<file path="config.mk">
export PLATFORM = sky130hd
export DESIGN_NAME = decode_hazard_ctl
export DESIGN_NICKNAME = d
export VERILOG_FILES = /design/src/rtl/decode_hazard_ctl.sv
export SDC_FILE = /design/constraint.sdc
export NUM_CORES = 1
export LEC_CHECK = 0
export ABC_CLOCK_PERIOD_IN_PS = 6500
export CORE_UTILIZATION = 46
export DETAILED_ROUTE_END_ITERATION = 10
export GPL_ROUTABILITY_DRIVEN = 0
export PLACE_DENSITY = 0.74
export SLEW_MARGIN = 30
export SYNTH_ARGS = -nofsm -noshare
export SYNTH_HDL_FRONTEND = slang
export SYNTH_SLANG_ARGS = --single-unit
export TNS_END_PERCENT = 100
</file>
<file path="constraint.sdc">
create_clock -name clk -period 6.5 [get_ports clk]
set_clock_uncertainty 0.1 [all_clocks]
set_input_delay 1.95 -clock clk [delete_from_list [all_inputs] [get_ports clk]]
set_output_delay 1.95 -clock clk [all_outputs]
set_load 0.03 [all_outputs]
</file>
<file path="src/rtl/decode_hazard_ctl.sv">
// rtl/decode_hazard_ctl.sv - decode-stage hazard scoreboard, forwarding selects and stall control
module decode_hazard_ctl #(
    parameter int CNT_W = 16
) (
    input  logic             clk,
    input  logic             rst,
    input  logic             id_valid,
    input  logic [15:0]      id_instr,
    input  logic             id_use_a,
    input  logic             id_use_b,
    input  logic             id_reg_write,
    input  logic [1:0]       id_reg_dst,
    input  logic             id_mem_read,
    input  logic             mem_stall,
    output logic [1:0]       fwd_A,
    output logic [1:0]       fwd_B,
    output logic             stall_id,
    output logic             bubble_ex,
    output logic [CNT_W-1:0] stall_cnt
);

    localparam logic [1:0] FWD_RF    = 2'b00;
    localparam logic [1:0] FWD_EXMEM = 2'b10;
    localparam logic [1:0] FWD_MEMWB = 2'b01;

    // Scoreboard slots: one per instruction in flight past decode.
    logic       ex_v_q,   ex_wr_q,   ex_ld_q;
    logic [2:0] ex_dst_q;
    logic       mem_v_q,  mem_wr_q,  mem_ld_q;
    logic [2:0] mem_dst_q;
    logic       wb_v_q,   wb_wr_q,   wb_ld_q;
    logic [2:0] wb_dst_q;

    logic       ex_v_d,   ex_wr_d,   ex_ld_d;
    logic [2:0] ex_dst_d;

    logic [CNT_W-1:0] cnt_q, cnt_d;

    logic [2:0] rs, rt, rd, id_dst;
    logic       ex_hit_a,  mem_hit_a,  wb_hit_a;
    logic       ex_hit_b,  mem_hit_b,  wb_hit_b;
    logic [2:0] res_a, res_b;
    logic       need_a, need_b;

    // Opcode bits and the WB load flag never influence a decision.
    logic unused_bits;
    assign unused_bits = ^{id_instr[15:11], id_instr[1:0], wb_ld_q};

    assign rs = id_instr[10:8];
    assign rt = id_instr[7:5];
    assign rd = id_instr[4:2];

    // Resolve {need_stall, fwd} for one operand; the youngest hit wins.
    function automatic logic [2:0] resolve(
        input logic use_op,
        input logic ex_hit,
        input logic mem_hit,
        input logic mem_ld,
        input logic wb_hit
    );
        logic [2:0] r;
        r = {1'b0, FWD_RF};
        if (use_op) begin
            if (ex_hit)               r = {1'b1, FWD_RF};
            else if (mem_hit && mem_ld) r = {1'b1, FWD_RF};
            else if (mem_hit)         r = {1'b0, FWD_EXMEM};
            else if (wb_hit)          r = {1'b0, FWD_MEMWB};
        end
        return r;
    endfunction

    // Destination register of the instruction currently in decode.
    always_comb begin
        id_dst = rd;
        case (id_reg_dst)
            2'd0:    id_dst = rd;
            2'd1:    id_dst = rt;
            2'd2:    id_dst = rs;
            default: id_dst = 3'd7;
        endcase
    end

    // Slot hit detection against both decode operands.
    always_comb begin
        ex_hit_a  = ex_v_q  & ex_wr_q  & (ex_dst_q  == rs);
        mem_hit_a = mem_v_q & mem_wr_q & (mem_dst_q == rs);
        wb_hit_a  = wb_v_q  & wb_wr_q  & (wb_dst_q  == rs);
        ex_hit_b  = ex_v_q  & ex_wr_q  & (ex_dst_q  == rt);
        mem_hit_b = mem_v_q & mem_wr_q & (mem_dst_q == rt);
        wb_hit_b  = wb_v_q  & wb_wr_q  & (wb_dst_q  == rt);
    end

    // Per-operand forwarding and stall need; the global freeze masks the stall.
    always_comb begin
        res_a     = resolve(id_use_a, ex_hit_a, mem_hit_a, mem_ld_q, wb_hit_a);
        res_b     = resolve(id_use_b, ex_hit_b, mem_hit_b, mem_ld_q, wb_hit_b);
        need_a    = res_a[2];
        need_b    = res_b[2];
        fwd_A     = res_a[1:0];
        fwd_B     = res_b[1:0];
        stall_id  = id_valid & (need_a | need_b) & ~mem_stall;
        bubble_ex = stall_id;
    end

    // Entry offered to the EX slot (a bubble while decode is stalled) and counter next state.
    always_comb begin
        ex_v_d   = id_valid & ~stall_id;
        ex_wr_d  = id_reg_write;
        ex_ld_d  = id_mem_read;
        ex_dst_d = id_dst;
        cnt_d    = cnt_q;
        if (stall_id && (cnt_q != {CNT_W{1'b1}})) begin
            cnt_d = cnt_q + CNT_W'(1);
        end
    end

    // Scoreboard shift (held during a memory stall) and stall counter; reset wins.
    always_ff @(posedge clk) begin
        if (!rst) begin
            ex_v_q  <= 1'b0;
            mem_v_q <= 1'b0;
            wb_v_q  <= 1'b0;
            cnt_q   <= '0;
        end else begin
            if (!mem_stall) begin
                wb_v_q    <= mem_v_q;
                wb_wr_q   <= mem_wr_q;
                wb_ld_q   <= mem_ld_q;
                wb_dst_q  <= mem_dst_q;
                mem_v_q   <= ex_v_q;
                mem_wr_q  <= ex_wr_q;
                mem_ld_q  <= ex_ld_q;
                mem_dst_q <= ex_dst_q;
                ex_v_q    <= ex_v_d;
                ex_wr_q   <= ex_wr_d;
                ex_ld_q   <= ex_ld_d;
                ex_dst_q  <= ex_dst_d;
            end
            cnt_q <= cnt_d;
        end
    end

    assign stall_cnt = cnt_q;

endmodule

</file>
Yosys cells after proc, flatten, opt, wreduce, memory -nomap -nowiden
Index checks and enable logic that the tools add are counted.
{"block": "totals", "out_inout_bits": 22, "register_bits": 33, "inputBits": 26, "word_cells": 53}
{"block": "classes", "addsub": 1, "bitwise": 15, "n_reduce_logical": 5, "muxes": 11, "eq_ne": 9}
{"op": "equality test 3 bit", "n": 6}
{"op": "two-way mux 3 bit", "n": 6}
{"op": "adder 16 x 1 -> 16 bit, second input constant", "n": 1}
{"op": "!= test 16 bit, second input constant", "n": 1}
{"op": "bitwise AND 1 bit", "n": 12}
{"op": "case mux 3 bit (3 select lines)", "n": 1}
{"op": "two-way mux 2 bit", "n": 2}
{"op": "logical AND 1 bit", "n": 3}
{"op": "equality test 2 x 1 -> 1 bit, second input constant", "n": 1}
{"op": "equality test 2 bit, second input constant", "n": 1}
{"op": "logical NOT 2 bit", "n": 1}
{"op": "two-way mux 1 bit", "n": 2}
{"op": "NOT 1 bit", "n": 2}
{"op": "AND reduction 2 bit", "n": 1}
{"op": "OR 1 bit", "n": 1}

Longest topological paths before layout
Gate-level depths: netlist of run 1.
{"block": "logic_depth", "ltp_word": 12, "mapped_depth": 9, "depth_no_buf": 7}

Worst setup path after synthesis of run 1
OpenSTA, ideal clock, no wires.
{"block": "synth_timing", "kind": "input to output", "startpoint": "in id_instr[10]", "endpoint": "out stall_id", "required_time_ns": 4.450, "arrival_time_ns": 3.287, "path_buffers": 2, "stages": 7, "setup_slack_ns": 1.163, "cell_sequence": "xor2_1 -> nor4_2 -> o21ai_1 -> and2_4 -> buf_6 -> inv_1 -> buf_4"}
{"block": "synth_between", "elab_chain_cells": 9, "elab_cells_between_ends": 11, "classes_between": "2 x eq/ne; 3 x mux; 5 x bitwise; 1 x reduce/logical"}
{"element": "start, declared", "line_no": "8", "text": "input logic [15:0] id_instr,"}
{"element": "equality test 3 bit", "line_no": "86", "text": "mem_hit_a = mem_v_q & mem_wr_q & (mem_dst_q == rs);"}
{"element": "bitwise AND 1 bit", "line_no": "86"}
{"element": "logical AND 1 bit", "line_no": "65", "text": "else if (mem_hit && mem_ld) r = {1'b1, FWD_RF};"}
{"element": "two-way mux 3 bit", "line_no": "65"}
{"element": "two-way mux 3 bit (*)", "line_no": "64", "text": "if (ex_hit) r = {1'b1, FWD_RF};"}
{"element": "two-way mux 3 bit (*)", "line_no": "63", "text": "if (use_op) begin"}
{"element": "OR 1 bit (*)", "line_no": "101", "text": "stall_id = id_valid & (need_a | need_b) & ~mem_stall;"}
{"element": "bitwise AND 1 bit (*) (2 in series)", "line_no": "101"}
{"element": "end, declared", "line_no": "17", "text": "output logic stall_id,"}
Mark *: on every way between the ends. The rest lies on a longest branch, timed or not.

Final worst setup path of run 1
{"block": "layout_timing", "startpoint": "in id_instr[6]", "endpoint": "out bubble_ex"}
{"block": "layout_between", "elab_chain_cells": 9, "elab_cells_between_ends": 11, "classes_between": "2 x eq/ne; 3 x mux; 5 x bitwise; 1 x reduce/logical"}
{"element": "equality test 3 bit", "line_no": "89", "text": "mem_hit_b = mem_v_q & mem_wr_q & (mem_dst_q == rt);"}
{"element": "bitwise AND 1 bit", "line_no": "89"}
{"element": "logical AND 1 bit", "line_no": "65"}
{"element": "two-way mux 3 bit", "line_no": "65"}
{"element": "two-way mux 3 bit (*)", "line_no": "64"}
{"element": "two-way mux 3 bit (*)", "line_no": "63"}
{"element": "OR 1 bit (*)", "line_no": "101"}
{"element": "bitwise AND 1 bit (*) (2 in series)", "line_no": "101"}
{"element": "end, declared", "line_no": "18", "text": "output logic bubble_ex,"}
Marked as above.

==> run metrics, run 1 <==
core area=approximately 3700 sq um; CTS H-tree lvls=2; Clk Latency, worst-skew pair=between 0.2 and 0.3 ns; die area=between 4000 and 5000 sq um; share of layout cells above drive strength 1=0.0880; VDD IR-drop max=about 130 uV; fin crit share=0.965; CP Class=in2out; Synth top area share=0.237; Synth async-reset ratio=0; #FFs+latches synth=33; Die H=around 64 um; RSZ-0062 raised after global routing=no; synthesized area=between 1500 and 2000 sq um; Mapped Cells=about 170; Cell Rows=22; max-cap viol count=0; slew margin rel.=0.552; Tightest Hold Check Type=reg2reg; post-CTS sizing=0; status=finished clean; # DRC=0; DR iter-0 viols=89; Worst EP arrival=~4.2 ns; Starting Density=0.480; DP HPWL=around 3.0 mm; initial antenna violation count=0; Critical Path Start=id_instr[6]; antenna cells=0; overall power=just over 0.4 mW; Setup crit end kind=output port; detailed-route via count=around 1,500; top cells by area, synth=edfxtp_1, dfxtp_1, xor2_1; sequential share of the synthesized area=0.452; startpoint types=input pin; CTS Buf Count=5; Overflow after GRT=0; final WL=about 3.9 mm; Distinct cells, synth=between 40 and 50; Max clock buf depth=2; synth warn=0; worst r2r src=stall_cnt[0]$_SDFFE_PN0P_; Area growth, synth to finish=29.1%; Critical Path RT=between 4 and 5 ns; Static Leak=~0.76 nW; r2r worst-path depth=7; top_reg_cell synth=dfxtp_1; Setup Buffers After CTS=0; Worst-Margin Slew=roughly 0.67 ns; first drt pass iteration count=4; # fillers=331; worst reg-to-reg setup slack=around 3.9 ns; critical path fanouts, max=11; R2R Path End=stall_cnt[1]$_SDFFE_PN0P_; clock root cell=clkbuf_8; GRT Total Usage=0.210; Inst Count DP=256; Chip Width=64.1 um; # hold bufs at CTS=0; area leader, netlist=edfxtp_1; vias in the first global route=1,489; post-synth net total=200; minimum clock period=6.27 ns; via-per-instance ratio=about 5.7; non-filler cells, final=roughly 260; largest net degree at the start of global routing=15; # setup viols final=0; final net count=approximately 240; Port Buf Inserts=40; pwr dens=179 nW/um^2; ANT nets after route=0; CTS Sinks=33; syn_area_per_cell=10.2 sq um; Slew Viols, Final=0; first-pass GRT wire length=6.69 mm; Fin Setup TNS=0 ns; I/O pin cnt=48; final hold violations=0; register clock-pin slew on the reported worst setup and hold paths=around 0.060 ns; post-DR wirelength/cell=around 15 um; Post-synth EDFFs=14; capture point of the worst path=bubble_ex; Peak Freq=about 160 MHz; TritonCTS clock tree=yes
-- routing by layer --
layer,track usage,routed length [um]
met1,0.240,1690
met2,0.378,2010
met3,0.0500,165
met4,0.0739,70
met5,0,0
-- state kept, by name, indices dropped and copies added (netlist names), 3 cells and up --
signal / count
ex_dst_q: 3
mem_dst_q: 3
stall_cnt: 16
wb_dst_q: 3
-- worst min-delay path by stage --
| stage | startpoint | endpoint | slack [ns] | depth (start not counted) |
|---|---|---|---|---|
| finish | ex_ld_q$_DFFE_PP_ | mem_ld_q$_DFFE_PP_ | 0.33 | 0 |
| CTS | ex_ld_q$_DFFE_PP_ | mem_ld_q$_DFFE_PP_ | 0.34 | 0 |
| global placement | ex_ld_q$_DFFE_PP_ | mem_ld_q$_DFFE_PP_ | 0.31 | 0 |
| floorplan | ex_ld_q$_DFFE_PP_ | mem_ld_q$_DFFE_PP_ | 0.30 | 0 |
| global route | ex_ld_q$_DFFE_PP_ | mem_ld_q$_DFFE_PP_ | 0.37 | 0 |
| detailed placement | ex_ld_q$_DFFE_PP_ | mem_ld_q$_DFFE_PP_ | 0.32 | 0 |
-- critical path, stage by stage --
cell and delay, ns:
clkdlybuf4s50_1 0.52, xor2_1 0.22, nor4_2 0.41, o21ai_1 0.14
and2_4 0.22, inv_1 0.09, clkdlybuf4s50_1 0.67
-- power breakdown --
part | switching [mW] | internal (mW) | total (mW)
combinational | 0.0191 | 0.0196 | 0.0387
clock | 0.0690 | 0.0760 | 0.145
sequential | 0.00402 | 0.222 | 0.226
total | 0.0921 | 0.317 | 0.410
-- metrics by stage --
step | cell area, sq um | utilization | setup slack (ns) | hold WS, ns
2_1_floorplan | 1770 | - | 1.16 | 0.300
3_3_place_gp | 2200 | 0.598 | 0.327 | 0.310
3_5_place_dp | 2210 | 0.598 | 0.235 | 0.321
4_1_cts | 2290 | 0.620 | 0.236 | 0.335
5_1_grt | 2290 | 0.620 | 0.117 | 0.367
6_report | 2290 | 0.620 | 0.225 | 0.329
-- cells by family (layout without fill, tap and decap cells) --
| logic type | count (synthesis) | after routing | synth area share |
|---|---|---|---|
| AOI/OAI and AO/OA | 34 | 34 | 0.140 |
| buffers and inverters | 10 | 53 | 0.0304 |
| DFF | 33 | 33 | 0.452 |
| xor gates and xnor gates | 21 | 21 | 0.104 |
| and+or+nand+nor | 67 | 67 | 0.225 |
| adders and majority gates | 1 | 1 | 0.00706 |
| muxes | 7 | 7 | 0.0417 |
-- cells in the final DEF (no fill, tap or decap), drive strengths merged, types with 4 or more instances in the layout --
cell type	synthesis	final
edfxtp	14	14
nor4	9	9
and2	5	5
xor2	14	14
xnor2	7	7
nand3	6	6
nand2b	6	6
o31ai	5	5
dfxtp	19	19
nor2	9	9
a21oi	5	5
mux2i	4	4
nand2	12	12
clkdlybuf4s50	0	40
o211ai	4	4
or4	5	5
nor3	4	4
o21ai	6	6
clkbuf	3	8
-- synth_stat cells (all sizes together) (2+ instances only) --
cell and count:
dfxtp 19, xnor2 7, o31ai 5, xor2 14, and2 5, clkbuf 3
o21a 3, nand3 6, nor3 4, a21oi 5, nand2 12, buf 4
or4 5, o211ai 4, o22a 3, nor2 9, edfxtp 14, nand2b 6
o31a 3, nor3b 2, inv 3, and4 2, nand4 3, mux2 3
o21ai 6, mux2i 4, o221a 2, nor4 9
-- cell type report --
cell class	count	area [sq um]	area share
clock buffers	8	80.1	0.0350
inverters	3	11.3	0.00492
multi-input cells	130	920	0.402
flip-flops and latches	33	801	0.350
well taps	48	60.1	0.0263
repair buffers	42	415	0.182
(Power assumes the default switching activity.)
==> run 2: changes to the inputs <==
--- a/config.mk
+++ b/config.mk
@@ -7,9 +7,10 @@
 export LEC_CHECK = 0
 export ABC_CLOCK_PERIOD_IN_PS = 6500
 export CORE_UTILIZATION = 46
+export CTS_CLUSTER_SIZE = 12
 export DETAILED_ROUTE_END_ITERATION = 10
 export GPL_ROUTABILITY_DRIVEN = 0
-export PLACE_DENSITY = 0.74
+export PLACE_DENSITY_LB_ADDON = 0.25
 export SLEW_MARGIN = 30
 export SYNTH_ARGS = -nofsm -noshare
 export SYNTH_HDL_FRONTEND = slang
==> run 2 against run 1 <==
Flip-flop and latch count unchanged; critical path depth unchanged; sequential share of layout area down 0.057 points; cell count unchanged; first-iteration DRC count down 7.9%; hold slack worse by 0.0059 ns; sequential power about the same; die area unchanged; combinational power down 2%; fmax up 0.53%; register-to-register slack about the same; largest cell class unchanged.
==> run metrics, run 2 (synthesis results as in run 1) <==
CP Class=in2out; Crit path buffers/inverters=3 (unchanged); minimum clock period=6.24 ns (-0.0332 ns); final instance area=2290 sq um (+0.16%); Max clock buf depth=2 (unchanged); largest net degree at the start of global routing=15 (unchanged); GRT Total Usage=0.209 (-0.000541); # fillers=327 (-1.2%); vias in the first global route=1,488 (-0.067%); hold slack=0.323 ns (-0.00589 ns); post-CTS sizing=0 (unchanged); slowest CP cell=clkdlybuf4s50_1; Die H=64.1 um (unchanged); first drt pass iteration count=4 (unchanged); share of layout cells above drive strength 1=0.0926 (+0.00463); most frequent cells in the layout=clkdlybuf4s50_1, dfxtp_1, xor2_1, edfxtp_1, nand2_1; Tightest Hold Check Type=reg2reg; final WL=3.84 mm (-2.5%); pre-CTS WS=0.254 ns (+0.0189 ns); first-pass GRT wire length=6.49 mm (-3.0%); # DRC=0 (unchanged); Port Buf Inserts=40 (unchanged); Setup Buffers After CTS=0 (unchanged); Setup crit end kind=output port; Overflow after GRT=0 (unchanged); non-filler cells, final=264 (unchanged); Setup WS post-layout=0.258 ns (+0.0332 ns); CTS Sinks=33 (unchanged); overall power=0.415 mW (+1.3%); VDD IR-drop max=133 uV (+1.2%); status=finished clean; post-DR wirelength/cell=14.5 um (-2.5%); Chip Width=64.1 um (unchanged); antenna cells=0 (unchanged); fin crit share=0.960 (-0.00510); via-per-instance ratio=5.77 (+1.1%); core area=3690 sq um (unchanged); CTS Buf Count=5 (unchanged); final net count=242 (unchanged); max reg flops=16 (unchanged); CTS H-tree lvls=2 (unchanged); Cell Rows=22 (unchanged); Peak Freq=160 MHz (+0.53%); Worst EP arrival=4.19 ns (-0.03 ns); CP Cell Sequence=clkdlybuf4s50_1, xor2_1, nor4_2, o21ai_1, and2_4, inv_1, clkdlybuf4s50_1; Core Util, Final=0.621 (+0.00102); clock root cell=clkbuf_8; pwr dens=181 nW/um^2 (+1.2%); I/O pin cnt=48 (unchanged); Starting Density=0.480 (unchanged); die area=4100 sq um (unchanged); Critical Path RT=4.45 ns (about the same); # setup viols final=0 (unchanged); DP HPWL=2.96 mm (-0.67%); startpoint types=input pin; Clk Latency, worst-skew pair=0.29 ns (about the same); slew margin rel.=0.543 (-0.00840); # hold bufs at CTS=0 (unchanged); ANT nets after route=0 (unchanged); Worst-Margin Slew=0.684 ns (+0.0126 ns); TritonCTS clock tree=yes; detailed-route via count=1,524 (+1.1%); final hold violations=0 (unchanged); max-cap viol count=0 (unchanged); Area growth, synth to finish=29.3%; DR iter-0 viols=82 (-7.9%); critical path's top delay family=buffers and inverters; most common cell after layout, fill and taps aside=clkdlybuf4s50_1; critical path fanouts, max=11 (unchanged); Static Leak=0.755 nW (-0.14%); slowest stage delay, CP=0.67 ns (about the same); Inst Count DP=256 (unchanged); most frequent CP cell=clkdlybuf4s50_1; RSZ-0062 raised after global routing=no; Slew Viols, Final=0 (unchanged); initial antenna violation count=0 (unchanged); Fin Setup TNS=0 ns (unchanged); Placement Cell Area=2210 sq um (unchanged); register clock-pin slew on the reported worst setup and hold paths=0.06 ns (about the same)
[run 2: changes by cell type in the layout (fill, tap and decap cells not counted), sizes merged]
| cell | previous run | this run |
|---|---|---|
| clkinvlp | 0 | 1 |
| clkbuf | 8 | 7 |
[run 2: final timing paths]
path | endpoint | from | slack, ns | depth (start not counted)
hold / removal | mem_ld_q$_DFFE_PP_ | ex_ld_q$_DFFE_PP_ | 0.32 | 0
setup / recovery | bubble_ex | id_instr[10] | 0.26 | 7
hold reg to reg | mem_ld_q$_DFFE_PP_ | ex_ld_q$_DFFE_PP_ | 0.32 | 0
setup reg to reg | stall_cnt[0]$_SDFFE_PN0P_ | stall_cnt[0]$_SDFFE_PN0P_ | 3.84 | 7
[run 2: layer usage]
metal / GRT usage / share of wire
met5: 0 / 0
met4: 0.0710 / 0.011
met1: 0.221 / 0.41
met2: 0.382 / 0.53
met3: 0.0732 / 0.051
[run 2: power by group]
| group | leakage, nW | total (mW) | switching, mW | internal [mW] |
|---|---|---|---|---|
| Sequential | 0.287 | 0.226 | 0.00387 | 0.222 |
| Combinational | 0.429 | 0.0381 | 0.0185 | 0.0196 |
| Clock | 0.0385 | 0.151 | 0.0756 | 0.0757 |
| Total | 0.755 | 0.415 | 0.0980 | 0.317 |
[run 2: cell type report]
class | instances | area (sq um) | area share
clock inverter | 1 | 7.51 | 0.00328
clock buffer | 7 | 76.3 | 0.0333
inverter | 3 | 11.3 | 0.00492
tap | 48 | 60.1 | 0.0262
multi-input combinational | 130 | 920 | 0.401
timing repair buffer | 42 | 415 | 0.181
sequential | 33 | 801 | 0.350
==> run 3: changes to the inputs <==
--- a/config.mk
+++ b/config.mk
@@ -6,7 +6,7 @@
 export NUM_CORES = 1
 export LEC_CHECK = 0
 export ABC_CLOCK_PERIOD_IN_PS = 6500
-export CORE_UTILIZATION = 46
+export CORE_UTILIZATION = 44
 export CTS_CLUSTER_SIZE = 12
 export DETAILED_ROUTE_END_ITERATION = 10
 export GPL_ROUTABILITY_DRIVEN = 0
==> run 3 against run 2 <==
Sequential power about the same; combinational power barely moved; global-route usage is 0.76 points lower; worst setup slack got worse by 0.0050 ns; critical path type unchanged; critical endpoint is now stall_id; core utilization shrank 1.4 points; die area up 4.4%; hold slack got worse by 0.0020 ns.
==> run metrics, run 3 (synthesis results as in run 1) <==
Core Util, Final=0.607 (-0.0143); fin crit share=0.961 (about the same); Pint=0.313 mW (-1.2%); worst r2r src=stall_cnt[0]$_SDFFE_PN0P_; register clock-pin slew on the reported worst setup and hold paths=0.06 ns (about the same); most frequent cells in the layout=clkdlybuf4s50_1, dfxtp_1, xor2_1, edfxtp_1, nand2_1; Inst Count DP=256 (unchanged); final WL=3.83 mm (-0.23%); slew margin rel.=0.543 (about the same); Setup WS post-layout=0.253 ns (-0.00499 ns); GRT Total Usage=0.202 (-0.00760); # hold bufs at CTS=0 (unchanged); # fillers=318 (-2.8%); Critical Path RT=4.45 ns (about the same); pre-CTS WS=0.237 ns (-0.0171 ns); post-DR wirelength/cell=14.5 um (-0.23%); CTS Sinks=33 (unchanged); first-pass GRT wire length=6.25 mm (-3.7%); Static Leak=0.759 nW (+0.60%); Overflow after GRT=0 (unchanged); Starting Density=0.470 (-0.0105); CP Class=in2out; Peak Freq=160 MHz (about the same); r2r worst-path depth=7 (unchanged); DP HPWL=2.97 mm (+0.54%); largest net degree at the start of global routing=15 (unchanged); max-cap viol count=0 (unchanged); Max clock buf depth=2 (unchanged); Clk Latency, worst-skew pair=0.29 ns (about the same); Multi-input gate area=920 sq um (unchanged); most common cell after layout, fill and taps aside=clkdlybuf4s50_1; clock root cell=clkbuf_8; # setup viols final=0 (unchanged); R2R Path End=stall_cnt[1]$_SDFFE_PN0P_; Worst EP arrival=4.20 ns (about the same); Flop pwr share=0.552 (+0.008); Chip Width=65.5 um (+2.2%); Tightest Hold Check Type=reg2reg; via-per-instance ratio=5.66 (-2.0%); Worst-Margin Slew=0.685 ns (+0.000418 ns); Psw=0.0950 mW (-3.0%); min-delay src=ex_ld_q$_DFFE_PP_; Cell Rows=22 (unchanged); Sw Share=0.233 (-0.00335); critical path fanouts, max=11 (unchanged); VDD IR-drop max=172 uV (+29%); pwr dens=178 nW/um^2 (-1.5%); worst reg-to-reg setup slack=3.81 ns (-0.03 ns); Critical Path Start=id_instr[8]; core area=3770 sq um (+2.2%); Register Area=801 sq um (unchanged); status=finished clean; DR iter-0 viols=70 (-15%); startpoint types=input pin; Hold Path Stages=0 (unchanged); initial antenna violation count=0 (unchanged); hold endpoint=mem_ld_q$_DFFE_PP_; CTS Buf Count=5 (unchanged); Slew Viols, Final=0 (unchanged); final net count=242 (unchanged); non-filler cells, final=264 (unchanged); TritonCTS clock tree=yes; Setup crit end kind=output port; Fin Setup TNS=0 ns (unchanged); antenna cells=0 (unchanged); RSZ-0062 raised after global routing=no; Setup Buffers After CTS=0 (unchanged); post-CTS sizing=0 (unchanged); clock power share=0.354 (-0.011); max reg flops=16 (unchanged); final hold violations=0 (unchanged); Area growth, synth to finish=29.2%; CTS H-tree lvls=2 (unchanged); share of layout cells above drive strength 1=0.0926 (unchanged); detailed-route via count=1,493 (-2.0%); # DRC=0 (unchanged); Logic pwr share=0.093 (about the same); I/O pin cnt=48 (unchanged); minimum clock period=6.25 ns (+0.00499 ns); vias in the first global route=1,401 (-5.8%); Port Buf Inserts=40 (unchanged); first drt pass iteration count=4 (unchanged); Die H=65.5 um (+2.2%); die area=4280 sq um (+4.4%); ANT nets after route=0 (unchanged)
## run 3: cell count changes in the layout (fill, tap and decap cells not counted)
cell,previous run,this run
clkbuf_1,2,0
clkinv_1,0,2
clkinv_2,0,1
clkinvlp_4,1,0
## run 3: cell type report
cell class / count / share of cell area
repair buffers: 42 / 0.182
clock buffers: 5 / 0.0301
well taps: 48 / 0.0262
clock inverters: 3 / 0.00547
multi-input cells: 130 / 0.402
inverters: 3 / 0.00492
flip-flops and latches: 33 / 0.350
## run 3: per-stage QoR
stage	cell area [sq um]	hold WS, ns	power, mW
6_report	2290	0.321	0.408
2_1_floorplan	1770	0.300	0.249
3_5_place_dp	2210	0.308	0.268
3_3_place_gp	2200	0.305	0.266
4_1_cts	2290	0.324	0.412
5_1_grt	2290	0.337	0.425
## run 3: how the worst max path moves through the flow
| stage | endpoint | slack, ns |
|---|---|---|
| detailed placement | stall_id | 0.24 |
| finish | stall_id | 0.25 |
| floorplan | stall_id | 1.16 |
| CTS | stall_id | 0.23 |
| global route | stall_id | 0.13 |
| global placement | stall_id | 0.32 |
## run 3: metal layers
metal,global-route usage,up-vias,part of all wire
met3,0.0469,7,0.037
met4,0.114,0,0.022
met5,0,-,0
met1,0.207,712,0.40
li1,-,734,-
met2,0.371,40,0.54
## run 3: critical path, cell delays in order
cell and delay (ns):
clkdlybuf4s50_1 0.52, xor2_1 0.24, nor4_2 0.38, o21ai_1 0.13
and2_4 0.19, inv_1 0.10, clkdlybuf4s50_1 0.69
## run 3: power by group through the flow
| stage | Sequential (mW) | Clock (mW) | Combinational (mW) |
|---|---|---|---|
| 2_1_floorplan | 0.229 | 0 | 0.0195 |
| 3_3_place_gp | 0.230 | 0 | 0.0367 |
| 3_5_place_dp | 0.230 | 0 | 0.0383 |
| 4_1_cts | 0.226 | 0.148 | 0.0384 |
| 5_1_grt | 0.226 | 0.158 | 0.0417 |
| 6_report | 0.226 | 0.145 | 0.0380 |
==> edit (config.mk and constraints of run 3) <==
`CNT_W`: 16 -> 20.
--- a/src/rtl/decode_hazard_ctl.sv
+++ b/src/rtl/decode_hazard_ctl.sv
@@ -2,3 +2,3 @@
 module decode_hazard_ctl #(
-    parameter int CNT_W = 16
+    parameter int CNT_W = 20
 ) (
Ports: changed (resized stall_cnt); port bits go from 48 to 52. The function was not compared with the original's and may differ.
==> edit against run 3 <==
  * Area after synthesis rose by 16%
  * Worst hold slack improved by 0.0032 ns
  * Total power rose by 12%
  * Sequential cell count rose by 4
  * Wire length rose by 6.2%
  * Non-clock buffer count rose by 7
  * Design area rose by 16%
  * Setup slack got worse by 0.018 ns
  * Largest cell class unchanged
==> edit: results (changes against run 3) <==
status=finished, final reports clean (unchanged); Net Count, Synth=225 (was 200); Gate power share=0.096 (was 0.093); Area Growth Syn to Fin=29.2% (about the same); P_leak=0.919 nW (was 0.759 nW); root buffer cell=clkbuf_8 (unchanged); Critical Path Source=id_instr[9] (was id_instr[8]); Ys Warns=0 (unchanged); vias in the first global route=1,516 (was 1,401); post-synthesis adder-cell area fraction=0.00608 (was 0.00706); max reg flops=20 (was 16); DRT iter0 DRCs=101 (was 70); pre-CTS setup slack=0.255 ns (was 0.237 ns); largest net degree at the start of global routing=19 (was 15); clock slew at reported path FFs=0.07 ns; # nets final=276 (was 242); mux cell area share after synthesis=0.0602 (was 0.0417); switching power share of the total=0.250 (was 0.233); Synth top cells by count=23 x dfxtp_1, 16 x nand2_1, 14 x edfxtp_1 (was 19 x dfxtp_1, 14 x edfxtp_1, 14 x xor2_1); fillcell total=395 (was 318); DRT Pass-1 Iters=4 (unchanged); xor/xnor share of the synthesized area=0.0979 (was 0.104); n_diodes=0 (unchanged); Hold Path Origin=ex_ld_q (unchanged); placed instance area=2570 sq um (was 2210 sq um); Worst-Skew Late Latency=0.30 ns; Syn Area/Cell=10.4 sq um (was 10.2 sq um); hpwl dp=3.11 mm (was 2.97 mm); number of synthesized flops with an enable pin=14 (unchanged); Worst-Margin Slew=0.723 ns (was 0.685 ns); Wirelength per Cell=13.5 um (was 14.5 um); Yosys cell types=46 (was 42); sequential area share after synthesis=0.428 (was 0.452); first-pass GRT wire length=6.90 mm (was 6.25 mm); synth top area cells=dfxtp_1 22%, edfxtp_1 20%, xor2_1 5.1% (was edfxtp_1 24%, dfxtp_1 21%, xor2_1 6.9%); Max FO, Critical Path=6 (was 11); P_seq=0.250 mW (was 0.226 mW); Tot GR Track Use=0.179 (was 0.202); share of cells above drive strength 1=0.124 (was 0.0926); reg-to-reg startpoint=mem_dst_q[1] (was stall_cnt[0]); fraction of the mapped netlist area in compound gates=0.124 (was 0.140); Port Buffers=44 (was 40); Critical Path AT=4.21 ns (was 4.20 ns); CTS max path bufs=2 (unchanged); peak supply drop=0.000116 V (was 0.000172 V); Hold Vio Cnt, Final=0 (unchanged); via count=1,641 (was 1,493)
## edit: changes by cell type after synthesis, moves of 5 or more
cell            run 3  this run
or4_1               5         0
nand3_1             6        11
o31ai_1             5         0
nor2_1              8        13
mux2i_1             4         9
## edit: kinds of logic (layout without fill, tap and decap cells)
group,Yosys count,after routing
compound gates,29,29
mux,12,12
xor+xnor,23,23
flops,37,37
buf+inv,11,63
simple gates,85,85
fa+ha+maj,1,1
## edit: metal layers
| metal | part of all wire | global-route usage | vias up |
|---|---|---|---|
| met5 | 0 | 0 | - |
| met4 | 0.016 | 0.0667 | 0 |
| met3 | 0.041 | 0.0519 | 8 |
| met2 | 0.47 | 0.289 | 40 |
| met1 | 0.48 | 0.224 | 772 |
| li1 | - | - | 821 |
## edit: critical path, cell delays in order
cell and delay [ns]:
clkdlybuf4s50_1 0.52, xor2_1 0.22, nor4_2 0.47, o211ai_4 0.11
and2_4 0.18, inv_2 0.09, clkdlybuf4s50_1 0.67
## edit: metrics by stage
step / std cells / total power, mW
after CTS: 302 / 0.463
final: 302 / 0.458
after detailed placement: 294 / 0.299
after global placement: 294 / 0.298
after floorplan: 198 / 0.278
after global routing: 302 / 0.476
## edit: path summary, 6_finish.rpt
path	endpoint	slack, ns	cells past startpoint
setup / recovery	stall_id	0.24	7
setup reg to reg	stall_cnt[12]	4.10	7
hold / removal	mem_ld_q	0.32	0
hold reg to reg	mem_ld_q	0.32	0
## edit: layout make-up
cell class              count  area, sq um  share of cell area
flip-flops and latches     37          881               0.331
clock buffers               6         72.6              0.0273
repair buffers             49          478               0.180
well taps                  52         65.1              0.0245
multi-input cells         150         1130               0.424
inverters                   6         22.5             0.00847
clock inverters             2         13.8             0.00517
